### config.mk
export PLATFORM = sky130hd
export DESIGN_NAME = dir_button_ctrl_flat
export DESIGN_NICKNAME = d
export VERILOG_FILES = /design/src/rtl/dir_button_ctrl_pkg.sv /design/src/rtl/dir_button_ctrl_if.sv /design/src/rtl/dir_button_ctrl_sync_chain.sv /design/src/rtl/dir_button_ctrl.sv /design/src/flat_wrapper.sv
export SDC_FILE = /design/constraint.sdc
export NUM_CORES = 1
export LEC_CHECK = 0
export CORE_MARGIN = 2
export CORE_UTILIZATION = 50
export CTS_CLUSTER_DIAMETER = 120
export DETAILED_ROUTE_END_ITERATION = 10
export PLACE_DENSITY_LB_ADDON = 0.25
export SYNTH_ARGS = -nofsm -noshare
export SYNTH_HDL_FRONTEND = slang
export SYNTH_SLANG_ARGS = --single-unit
### constraint.sdc
create_clock -name clk -period 4 [get_ports clk]
set_input_delay 0.4 -clock clk [delete_from_list [all_inputs] [get_ports clk]]
set_output_delay 0.4 -clock clk [all_outputs]
set_load 0.005 [all_outputs]
### src/rtl/dir_button_ctrl_pkg.sv
// Shared types and constants for the direction push-button controller.
package dir_ctrl_pkg;

  typedef enum logic [1:0] {
    StIdle      = 2'b00,
    StPressDb   = 2'b01,
    StHeld      = 2'b10,
    StReleaseDb = 2'b11
  } state_e;

  localparam logic Y_UP   = 1'b1;
  localparam logic Y_DOWN = 1'b0;

endpackage

### src/rtl/dir_button_ctrl_if.sv
// Button input and direction/status outputs of the direction controller.
interface dir_button_ctrl_if;
  logic       btn;
  logic       Y;
  logic       press;
  logic       long_press;
  logic [1:0] state_dbg;

  modport master (
    output btn,
    input  Y,
    input  press,
    input  long_press,
    input  state_dbg
  );

  modport slave (
    input  btn,
    output Y,
    output press,
    output long_press,
    output state_dbg
  );
endinterface

### src/rtl/dir_button_ctrl_sync_chain.sv
// Multi-flop synchroniser for an asynchronous single-bit input.
module sync_chain #(
  parameter int unsigned STAGES = 2
) (
  input  logic clk,
  input  logic rst,
  input  logic d,
  output logic q
);

  logic [STAGES-1:0] sync_q;

  always_ff @(posedge clk) begin
    if (rst) begin
      sync_q <= '0;
    end else begin
      sync_q <= {sync_q[STAGES-2:0], d};
    end
  end

  assign q = sync_q[STAGES-1];

endmodule

### src/rtl/dir_button_ctrl.sv
// Debounced push-button to count-direction bit: short press toggles Y, long press forces Y up.
module dir_button_ctrl
  import dir_ctrl_pkg::*;
#(
  parameter int unsigned SYNC_STAGES     = 2,
  parameter int unsigned DEBOUNCE_CYCLES = 16,
  parameter int unsigned LONG_CYCLES     = 64
) (
  input logic               clk,
  input logic               rst,
  dir_button_ctrl_if.slave  bus
);

  localparam int unsigned CNT_W = $clog2(LONG_CYCLES + 1);
  localparam logic [CNT_W-1:0] DbLast   = CNT_W'(DEBOUNCE_CYCLES - 1);
  localparam logic [CNT_W-1:0] HoldMax  = CNT_W'(LONG_CYCLES);
  localparam logic [CNT_W-1:0] HoldLast = CNT_W'(LONG_CYCLES - 1);

  logic             btn_s;
  state_e           state_q;
  logic [CNT_W-1:0] db_cnt_q;
  logic [CNT_W-1:0] hold_cnt_q;
  logic             long_flag_q;
  logic             y_q;
  logic             press_q;
  logic             long_press_q;

  sync_chain #(
    .STAGES(SYNC_STAGES)
  ) u_sync (
    .clk(clk),
    .rst(rst),
    .d  (bus.btn),
    .q  (btn_s)
  );

  always_ff @(posedge clk) begin
    if (rst) begin
      state_q      <= StIdle;
      db_cnt_q     <= '0;
      hold_cnt_q   <= '0;
      long_flag_q  <= 1'b0;
      y_q          <= Y_UP;
      press_q      <= 1'b0;
      long_press_q <= 1'b0;
    end else begin
      press_q      <= 1'b0;
      long_press_q <= 1'b0;
      case (state_q)
        StIdle: begin
          if (btn_s) begin
            state_q     <= StPressDb;
            db_cnt_q    <= '0;
            hold_cnt_q  <= '0;
            long_flag_q <= 1'b0;
          end
        end
        StPressDb: begin
          if (!btn_s) begin
            state_q <= StIdle;
          end else if (db_cnt_q == DbLast) begin
            state_q  <= StHeld;
            db_cnt_q <= '0;
          end else begin
            db_cnt_q <= db_cnt_q + 1'b1;
          end
        end
        StHeld: begin
          if (!btn_s) begin
            state_q  <= StReleaseDb;
            db_cnt_q <= '0;
          end else if (hold_cnt_q < HoldMax) begin
            // Saturating at HoldMax gives exactly one long_press per press.
            hold_cnt_q <= hold_cnt_q + 1'b1;
            if (hold_cnt_q == HoldLast) begin
              long_press_q <= 1'b1;
              y_q          <= Y_UP;
              long_flag_q  <= 1'b1;
            end
          end
        end
        StReleaseDb: begin
          if (btn_s) begin
            state_q <= StHeld;
          end else if (db_cnt_q == DbLast) begin
            state_q <= StIdle;
            if (!long_flag_q) begin
              press_q <= 1'b1;
              y_q     <= ~y_q;
            end
          end else begin
            db_cnt_q <= db_cnt_q + 1'b1;
          end
        end
        default: state_q <= StIdle;
      endcase
    end
  end

  assign bus.Y          = y_q;
  assign bus.press      = press_q;
  assign bus.long_press = long_press_q;
  assign bus.state_dbg  = state_q;

endmodule
### src/flat_wrapper.sv
// flat-port wrapper written by rule: the top's interface ports become plain ports
module dir_button_ctrl_flat import dir_ctrl_pkg::*;
#(
  parameter int unsigned SYNC_STAGES     = 2,
  parameter int unsigned DEBOUNCE_CYCLES = 16,
  parameter int unsigned LONG_CYCLES     = 64
)
  (clk, rst, bus_btn, bus_Y, bus_press, bus_long_press, bus_state_dbg);
  dir_button_ctrl_if bus_i ();
  input logic clk;
  input logic rst;
  input wire logic [$bits(bus_i.btn)-1:0] bus_btn;
  output wire logic [$bits(bus_i.Y)-1:0] bus_Y;
  output wire logic [$bits(bus_i.press)-1:0] bus_press;
  output wire logic [$bits(bus_i.long_press)-1:0] bus_long_press;
  output wire logic [$bits(bus_i.state_dbg)-1:0] bus_state_dbg;
  assign bus_i.btn = bus_btn;
  assign bus_Y = bus_i.Y;
  assign bus_press = bus_i.press;
  assign bus_long_press = bus_i.long_press;
  assign bus_state_dbg = bus_i.state_dbg;
  dir_button_ctrl #(.SYNC_STAGES(SYNC_STAGES), .DEBOUNCE_CYCLES(DEBOUNCE_CYCLES), .LONG_CYCLES(LONG_CYCLES)) u_core (.clk(clk), .rst(rst), .bus(bus_i));
endmodule
# Word level (Yosys, flattened, before mapping)
# Cells that the tools add are included.
# word_totals
register_bits,22
latchBits,0
ramBits,0
mem_bits_ro,0
input_bits,3
mem_count,0
# classes
n_addsub,2
n_mul,0
n_div,0
n_lt_le_gt_ge,1
eq_ne,17
shift,0
n_mux,28
bitwise,6
reduce_logical,10
# op_table
cell,n
7-bit 2-to-1 mux,8
7-bit one-hot mux with 4 select lines,1
7-bit by 1-bit adder with 7-bit output (second input constant),2
2-bit != test (second input constant),7
7-bit one-hot mux with 2 select lines,1
2-bit 2-to-1 mux,6
5-bit AND reduction,2
1-bit 2-to-1 mux,9
2-bit one-hot mux with 4 select lines,1
4-bit AND reduction,2
4-bit OR reduction,2
7-bit by 4-bit equality test with 1-bit output (second input constant),1
7-bit by 6-bit equality test with 1-bit output (second input constant),1
7-bit < comparator (second input constant),1
7-bit AND reduction,1
2-bit by 1-bit != test with 1-bit output (second input constant),3
3-bit by 2-bit != test with 1-bit output (second input constant),2
1-bit NOT,6
2-bit equality test (second input constant),2
1-bit one-hot mux with 2 select lines,2
2-bit nonzero test,2
2-bit by 1-bit equality test with 1-bit output (second input constant),1
2-bit zero test,1

# Depth between registers and ports, before layout
# Gate-level depths: netlist of run 1.
# depth
ltp_word,5
ltp_mapped,5
ltp_nobuf,5

# Hierarchy
# Synthesis of run 1 repeated with hierarchy kept, for this count alone.
# unflattened
cells_unflattened,126
area_unflattened_um2,1154.9
# modules_own_cells
mod,n_inst,cells_each,area_per_inst_um2,seq_area_each_um2
dir_button_ctrl,1,122,1102.3,400.4
sync_chain,1,4,52.6,40.0

# Worst setup path after synthesis of run 1
# OpenSTA, ideal clock, no wires.
# synth_timing
kind,reg2reg
start,reg u_core.db_cnt_q[0]
end,reg u_core.db_cnt_q[5]
arrival_ns,1.482
required_time_ns,3.926
path_slack_ns,2.444
path_stages_with_launch,6
n_path_buf,0
cell_sequence,dfxtp_1 > ha_1 > nand3_1 > o21ai_1 > or4_1 > a31oi_1
# synth_via
elab_chain_cells,4
# synth_lines
element,line_no,rtl
start: declaration,dir_button_ctrl.sv:21,logic [CNT_W-1:0] db_cnt_q;
start signal: assignment,dir_button_ctrl.sv:65,db_cnt_q <= db_cnt_q + 1'b1;
start signal: assignment,dir_button_ctrl.sv:92,db_cnt_q <= db_cnt_q + 1'b1;
7-bit by 1-bit adder with 7-bit output / 7-bit by 4-bit equality test with 1-bit output (equally long branches),--,
7-bit 2-to-1 mux (on tied branches),"dir_button_ctrl.sv:85, dir_button_ctrl.sv:61",
7-bit 2-to-1 mux (on tied branches),"dir_button_ctrl.sv:83, dir_button_ctrl.sv:59",
7-bit one-hot mux with 4 select lines,dir_button_ctrl.sv:49,case (state_q)
# Parallel ways exist; a longest one is shown, timed or not. The select of a mux whose other input is x is not followed.
# A chain may end at the register's enable or synchronous reset.

==> results.cfg, run 1 <==
[run_status]
run_status = finished clean

[synthesis]
synth_nets = 142
syn-cell-area_um2 = 1130
synth_top_flop_cell = dfxtp_1
synth-compound-area-share_pct = 19.0
synth_area_per_cell_um2 = 8.26
ys_types = 39
yosys.area_share.simple_pct = 30.0
yosysWarnings = 0
netlist_instances = 137
yosysSeqAreaShare_pct = 38.9
synth_mux_area_share_pct = 0
ys_ff_latch = 22
synth_top_family_by_area = simple AND/OR/NAND/NOR gates
synth_xor_area_share_pct = 5.42
synth_adder_area_share_pct = 2.21
synth_edf_count = 0
ys_async_sr_fraction_pct = 0

[cts]
cts.repair.resized = 0
cts_buffer_depth = 2
hold_buffers = 0
clkSlewWorstSetupHoldPaths_ps = 130
cts_root_buf = clkbuf_4
clkLatencyLatePin_ps = 320
cts_tree = built
htree_levels = 1
cts_made_buffers = 3
cts_sinks = 22
cts_setup_buffers = 0

[critical_path]
cp_cell_sequence = clkdlybuf4s50_1
critical_path_class = register to output port
rr_worst_depth = 3
cp_top_family = flip-flops
crit_path_end_kind = output port
reg2reg_slack_ps = 2190
crit_fanout = 19
crit_buf_inv = 1
cpMaxStageDelayCell = dfxtp_1
worstPathRequired_ps = 3600
max_stage_delay_ps = 720
reg2reg_to = u_core.db_cnt_q[5]
cp.arrival_ps = 1640
cp-start-kind = register

[floorplan]
ios = 8
core_region_area_um2 = 2170
die_w_um = 51.6
die_y_um = 51.6
rows = 17
start_util_pct = 52.1
dieArea_um2 = 2660

[cells_and_area]
n_antenna_cell = 0
fillers = 201
final_area_um2 = 1240
mostFrequentLayoutCell = dfxtp_1
syn2layout_area_growth_pct = 9.73
drive_gt1_share_pct = 5.67
most-common-layout-cells = 22 x dfxtp_1, 14 x nand2_1, 12 x nor2_1
finish.net_count = 147

[placement]
port_buffers = 7
gp_congestion = 0.852
placed_area_um2 = 1200
dp_hpwl_um = 1570

[grt]
antenna_found_initial = 0
grt_max_degree = 20
grt-ovfl-total = 0
grt_pass1_wl_um = 3920
grt_pass1_vias = 873
grt_usage_pct = 19.4

[sta]
setup_viol = 0
slew_headroom_pct = 56.6
final.setup_skew_ps = 8.38
worst_slew_pin_slew_ps = 646
period_needed_ps = 2040
rsz0062_at_grt = false
min_period_over_period_pct = 51.1
fmax_mhz = 490
maxSlewViolCount = 0
fin_setup_tns_ps = 0
hold_violations = 0

[detailed_routing]
drc = 0
wire_per_inst_um = 12.9
via_count = 1009
drtPass1Iterations = 4
ant_nets = 0
viasPerCell = 5.97
routed_wl_um = 2170
drtIter0Drc = 41

[pwr]
vdd_drop_max_v = 0.000164
leakagePower_nw = 0.400
power_density_nw_per_um2 = 292

[worst_hold_path]
min_from = u_core.u_sync.sync_q[0]
hold_class = register to register
hold_path_end = u_core.u_sync.sync_q[1]
hold_depth = 1

[run]
cap_violations = 0
-- logic make-up (layout without fill, tap and decap cells) --
family | Yosys count | count (layout)
buf+inv | 12 | 16
flops | 22 | 22
simple gates | 63 | 63
compound gates | 31 | 31
fa+ha+maj | 2 | 2
xor+xnor | 7 | 7
-- metal layers --
metal / GRT usage (%) / up-vias / wire length, um
met5: 0 / - / 0
met4: 7.89 / 0 / 40
met3: 1.72 / 6 / 113
met2: 27.4 / 30 / 896
met1: 30.0 / 467 / 1120
li1: - / 506 / -
-- state kept, by name, summed over array words and instances, names as in the netlist, named ones only --
signal / cells
u_core.db_cnt_q: 7
u_core.hold_cnt_q: 7
u_core.u_sync.sync_q: 2
u_core.bus.Y: 1
u_core.bus.long_press: 1
u_core.bus.press: 1
u_core.bus.state_dbg: 1
u_core.long_flag_q: 1
-- worst max path at each step --
stage,depth (start not counted),slack (ps),start,end
after detailed placement,3,2200,register,u_core.db_cnt_q[5]
after floorplan,5,2440,u_core.db_cnt_q[0],u_core.db_cnt_q[5]
after global routing,1,1860,register,bus_state_dbg[1]
after CTS,1,1960,register,bus_state_dbg[1]
final,1,1960,register,bus_state_dbg[1]
after global placement,3,2210,register,u_core.db_cnt_q[5]
-- synthesized netlist by cell type, types with 2 or more instances --
library cell	number	share of area (%)
a221o_1	2	1.8
clkbuf_1	3	1.0
a311oi_1	3	2.3
nand3_1	6	2.7
o21ai_0	3	1.3
nor4b_1	3	2.3
nand2_1	14	4.6
xnor2_1	5	3.9
a41oi_1	2	1.5
ha_1	2	2.2
xor2_1	2	1.5
and3_1	3	1.7
a21oi_1	8	3.5
dfxtp_1	22	39
nand4_1	3	1.7
nor3_1	6	2.7
a211oi_1	3	2.0
buf_2	4	1.8
inv_1	4	1.3
nor2b_1	5	2.8
nor2_1	12	4.0
o21bai_1	2	1.3
and2_1	3	1.7
nand2b_1	2	1.1
-- where the power goes --
group	internal (mW)	total (mW)	switching, mW
logic	0.00578	0.0143	0.00853
registers	0.220	0.223	0.00265
clock network	0.0557	0.125	0.0698
-- layout make-up --
cell class / count / area, um2 / area share (%)
clock buffer: 4 / 36.3 / 2.92
inverter: 5 / 18.8 / 1.51
multi-input combinational: 103 / 641 / 51.6
sequential: 22 / 440 / 35.5
tap: 28 / 35.0 / 2.82
timing repair buffer: 7 / 70.1 / 5.65
-- stage by stage --
stage | utilization (%) | setup slack, ps | cells | hold slack (ps) | total power [mW]
floorplan | - | 2440 | 137 | 414 | 0.237
global placement | 55.5 | 2210 | 165 | 454 | 0.242
detailed placement | 55.5 | 2200 | 165 | 450 | 0.242
CTS | 57.2 | 1960 | 169 | 470 | 0.363
global route | 57.2 | 1860 | 169 | 474 | 0.376
finish | 57.2 | 1960 | 169 | 466 | 0.363
Note: power is estimated with default switching activity, not from simulation.
==> inputs of run 2 (changes only) <==
==> constraint.sdc (replaced) <==
create_clock -name clk -period 1.8 [get_ports clk]
set_input_delay 0.18 -clock clk [delete_from_list [all_inputs] [get_ports clk]]
set_output_delay 0.18 -clock clk [all_outputs]
set_load 0.005 [all_outputs]
==> results.cfg, run 2 (synthesis results as in run 1) <==
[critical_path]
cpMaxStageDelayCell = clkdlybuf4s50_1
crit_buf_inv = 1
crit_fanout = 12
cp_cell_sequence = clkdlybuf4s50_1
cp-start-kind = register
cp.arrival_ps = 1510
critical_path_class = register to output port
cp_top_family = buffers and inverters
max_stage_delay_ps = 600
worstPathRequired_ps = 1620
crit_path_end_kind = output port

[sta]
min_period_over_period_pct = 93.9
fmax_mhz = 591
period_needed_ps = 1690
fin_setup_tns_ps = 0
setup_viol = 0
rsz0062_at_grt = false
maxSlewViolCount = 0
final.setup_skew_ps = 6.33
slew_headroom_pct = 62.0
worst_slew_pin_slew_ps = 566
hold_violations = 0

[pwr]
clkPwrFrac_pct = 41.7
vdd_drop_max_v = 0.000497
p_comb_share_pct = 4.5
p_int_mw = 0.733
switching_share_pct = 20.1
p_switching_mw = 0.185
power_frac_seq_pct = 53.7
power_density_nw_per_um2 = 699
leakagePower_nw = 0.438

[grt]
grt_usage_pct = 22.0
grt_pass1_wl_um = 4400
antenna_found_initial = 0
grt-ovfl-total = 0
grt_max_degree = 19
grt_pass1_vias = 1003

[cells_and_area]
instances_no_fill = 176
mostFrequentLayoutCell = dfxtp_1
syn2layout_area_growth_pct = 16.2
top_regs = u_core.db_cnt_q: 7 flops, u_core.hold_cnt_q: 7 flops, u_core.u_sync.sync_q: 2 flops
most-common-layout-cells = 21 x dfxtp_1, 14 x nand2_1, 12 x nor2_1
finish.net_count = 154
drive_gt1_share_pct = 11.5
n_antenna_cell = 0

[cts]
cts_tree = built
cts_setup_buffers = 0
clkLatencyLatePin_ps = 320
cts_made_buffers = 3
cts_buffer_depth = 2
clkSlewWorstSetupHoldPaths_ps = 130
cts_sinks = 22
htree_levels = 1
cts_root_buf = clkbuf_4

[run]
cap_violations = 0

[placement]
port_buffers = 7
dp_hpwl_um = 1760
gp_congestion = 0.923
place_inst = 172

[floorplan]
ios = 8
die_w_um = 51.6
start_util_pct = 52.1
rows = 17
dieArea_um2 = 2660
core_region_area_um2 = 2170
die_y_um = 51.6

[detailed_routing]
viasPerCell = 5.88
top_layer_used = met4
via_count = 1034
drtIter0Drc = 20
met2WireLength_um = 1130
wl_met1_um = 1150
routed_wl_um = 2450
wire_per_inst_um = 13.9
wl_met3_um = 135
drc = 0
ant_nets = 0
drtPass1Iterations = 4

[run_status]
run_status = finished clean

[worst_hold_path]
hold_class = input pin to register
-- run 2: changes by cell type in the layout (fill, tap and decap cells not counted) --
cell | before | now
buf_4 | 0 | 7
bufinv_16 | 0 | 1
clkbuf_8 | 1 | 0
dfxtp_1 | 22 | 21
dfxtp_2 | 0 | 1
ha_1 | 2 | 1
ha_2 | 0 | 1
-- run 2: power groups by stage --
stage | clock (mW) | sequential, mW | combinational, mW
final | 0.383 | 0.493 | 0.0416
after global routing | 0.409 | 0.494 | 0.0463
after CTS | 0.393 | 0.493 | 0.0414
after global placement | 0 | 0.504 | 0.0411
after detailed placement | 0 | 0.504 | 0.0411
after floorplan | 0 | 0.502 | 0.0246
-- run 2: path summary, 6_finish.rpt --
check | start | end | slack (ps) | depth (start not counted)
setup / recovery | u_core.bus.state_dbg[0] | bus_state_dbg[0] | 110 | 1
setup reg to reg | u_core.db_cnt_q[0] | u_core.db_cnt_q[0] | 180 | 5
hold reg to reg | u_core.u_sync.sync_q[0] | u_core.u_sync.sync_q[1] | 460 | 1
hold / removal | bus_btn | u_core.u_sync.sync_q[0] | 410 | 2
-- run 2: per-layer routing --
metal  vias up  track usage (%)
met3         6             3.45
met1       472             28.7
met2        36             35.3
li1        520                -
met5         -                0
met4         0             11.4
-- run 2: repair_timing --
action / CTS / global route
gates resized for setup: 0 / 2
setup endpoints to repair: 0 / 4
hold buffers: 0 / 0
-- run 2: final cells by class --
type / instances / area, um2
clock inverter: 1 / 30.0
fill: 200 / 856
timing repair buffer: 14 / 123
tap: 28 / 35.0
multi-input combinational: 103 / 643
inverter: 5 / 18.8
sequential: 22 / 442
clock buffer: 3 / 22.5
-- run 2: stage by stage --
stage | setup WS (ps) | total power, mW | instance area [um2] | hold slack, ps | utilization (%)
after global routing | 35.5 | 0.949 | 1310 | 449 | 60.6
after detailed placement | 140 | 0.545 | 1260 | 440 | 58.0
after floorplan | 244 | 0.527 | 1130 | 252 | -
after CTS | 104 | 0.927 | 1310 | 401 | 60.4
final | 109 | 0.918 | 1310 | 411 | 60.6
after global placement | 208 | 0.545 | 1260 | 445 | 58.0
==> inputs of run 3 (changes only) <==
--- a/config.mk
+++ b/config.mk
@@ -5,7 +5,7 @@
 export SDC_FILE = /design/constraint.sdc
 export NUM_CORES = 1
 export LEC_CHECK = 0
-export CORE_MARGIN = 2
+export ABC_AREA = 1
 export CORE_UTILIZATION = 50
 export CTS_CLUSTER_DIAMETER = 120
 export DETAILED_ROUTE_END_ITERATION = 10
==> results.cfg, run 3 <==
[critical_path]
crit_fanout = 7
cp-start-kind = register
critical_path_class = register to output port
crit_path_end_kind = output port
rr_worst_depth = 7
max_stage_delay_ps = 560
cpMaxStageDelayCell = clkdlybuf4s50_1
cp.arrival_ps = 1370
worstPathRequired_ps = 1620
worst_r2r_startpoint = u_core.db_cnt_q[0]
crit_buf_inv = 1
startpoint = u_core.bus.state_dbg[0]
endpoint = bus_state_dbg[0]
cp_cell_sequence = clkdlybuf4s50_1
path_depth = 1
cp_top_family = buffers and inverters
reg2reg_slack_ps = 350

[cells_and_area]
final_area_um2 = 1250
n_antenna_cell = 0
drive_gt1_share_pct = 8.09
top_regs = u_core.db_cnt_q: 7 flops, u_core.hold_cnt_q: 7 flops, u_core.u_sync.sync_q: 2 flops
finish.net_count = 180
mostFrequentLayoutCell = nand2_1
most-common-layout-cells = 35 x nand2_1, 26 x inv_1, 25 x nor2_1
syn2layout_area_growth_pct = 11.2

[sta]
rsz0062_at_grt = false
slew_headroom_pct = 80.0
layout_setup_ws_ps = 246
period_needed_ps = 1550
min_period_over_period_pct = 86.4
maxSlewViolCount = 0
fmax_mhz = 643
hold_violations = 0
hold-worst-slack_ps = 386
worst_slew_pin_slew_ps = 297
setup_viol = 0
fin_setup_tns_ps = 0
final.setup_skew_ps = 3.95

[cts]
htree_levels = 1
hold_buffers = 0
cts.repair.resized = 0
clkSlewWorstSetupHoldPaths_ps = 110
clkLatencyLatePin_ps = 300
cts_made_buffers = 3
cts_tree = built
cts_root_buf = clkbuf_4
cts_sinks = 22
cts_setup_buffers = 0
cts_buffer_depth = 2

[grt]
grt_pass1_wl_um = 3850
grt-ovfl-total = 0
use_met2_pct = 33.8
grt.busiest_layer = met2
grt_usage_pct = 20.1
grt_pass1_vias = 932
antenna_found_initial = 0
use_met1_pct = 26.6
grt_use_met3_pct = 3.74
grt_max_degree = 12

[synthesis]
synth_nets = 168
synth_top_flop_cell = dfxtp_1
syn-cell-area_um2 = 1120
netlist_top_cells_area = dfxtp_1 39%, nand2_1 12%, inv_1 8.7%
netlist_instances = 163
synth_most_common_cell = nand2_1
synth.top_cells.by_count = 35 x nand2_1, 26 x inv_1, 25 x nor2_1, 22 x dfxtp_1, 10 x nand3_1
ys_async_sr_fraction_pct = 0
synth_edf_count = 0
ys_types = 23
ys_ff_latch = 22
netlist.top_cell.by_area = dfxtp_1
yosysSeqAreaShare_pct = 39.2
synth_top_area_share_pct = 39.2
yosysWarnings = 0
synth_area_per_cell_um2 = 6.89

[pwr]
leakagePower_nw = 0.480
p_int_mw = 0.587
p_switching_mw = 0.172
power_frac_seq_pct = 65.4
p_comb_share_pct = 6.2
vdd_drop_max_v = 0.000667
clkPwrFrac_pct = 28.4
switching_share_pct = 22.6
power_density_nw_per_um2 = 607

[detailed_routing]
drc = 0
viasPerCell = 5.28
routed_wl_um = 2160
wire_per_inst_um = 10.8
via_count = 1055
drtIter0Drc = 24
ant_nets = 0
drtPass1Iterations = 8

[worst_hold_path]
hold_depth = 3
hold_class = input pin to register

[floorplan]
core_region_area_um2 = 2040
start_util_pct = 55.0
die_y_um = 49.4
dieArea_um2 = 2440
die_w_um = 49.4
rows = 16
ios = 8

[run]
cap_violations = 0

[placement]
placed_area_um2 = 1230
dp_hpwl_um = 1710
pre_cts_ws_ps = 215
gp_congestion = 0.861
port_buffers = 7

[run_status]
run_status = finished clean
==> run 3: cell types whose count changed after synthesis, sizes merged, moves of 4 or more <==
cell	previous run	this run
nand2	14	37
inv	5	27
nor2	12	26
o21ai	4	11
nand3	6	12
nor2b	5	0
xnor2	5	0
buf	4	0
==> run 3: metrics by stage <==
step                instances  power [mW]  util [%]
floorplan                 163       0.538         -
global placement          197       0.552      60.1
detailed placement        197       0.554      60.1
CTS                       200       0.764      61.2
global route              200       0.802      61.2
finish                    200       0.758      61.2
==> run 3: cells by family (layout without fill, tap and decap cells) <==
group | Yosys count | count (layout) | share of synthesized area [%]
adder cells (fa/ha/maj) | 2 | 2 | 2.23
buffers and inverters | 29 | 39 | 10.1
flip-flops | 22 | 22 | 39.2
AO/OA/AOI/OAI | 23 | 23 | 12.7
AND/OR/NAND/NOR | 87 | 87 | 35.7
==> run 3: power by group through the flow <==
stage                     clock network (mW)  logic [mW]  registers, mW
after global placement                     0      0.0458          0.507
after floorplan                            0      0.0322          0.506
after global routing                   0.252      0.0531          0.497
after CTS                              0.221      0.0469          0.496
final                                  0.215      0.0473          0.496
after detailed placement                   0      0.0468          0.507
==> run 3: worst min-delay path by stage <==
stage | from | endpoint | slack, ps
6_report | bus_btn | u_core.u_sync.sync_q[0] | 390
2_1_floorplan | rst | u_core.db_cnt_q[1] | 250
3_3_place_gp | u_core.u_sync.sync_q[0] | u_core.u_sync.sync_q[1] | 390
5_1_grt | bus_btn | u_core.u_sync.sync_q[0] | 380
4_1_cts | bus_btn | u_core.u_sync.sync_q[0] | 380
3_5_place_dp | u_core.u_sync.sync_q[0] | u_core.u_sync.sync_q[1] | 400
==> run 3: final cells by class <==
type                       instances  area [um2]
fill                             199         792
tap                               27        33.8
sequential                        22         440
clock buffer                       3        22.5
multi-input combinational        112         569
timing repair buffer               7        70.1
inverter                          29         114
==> run 3: routing by layer <==
metal | up-vias | share of wire [%] | wire length [um]
li1 | 550 | - | -
met5 | - | 0 | 0
met1 | 480 | 48 | 1040
met2 | 23 | 46 | 1000
met4 | 0 | 0.37 | 8
met3 | 2 | 5.1 | 110
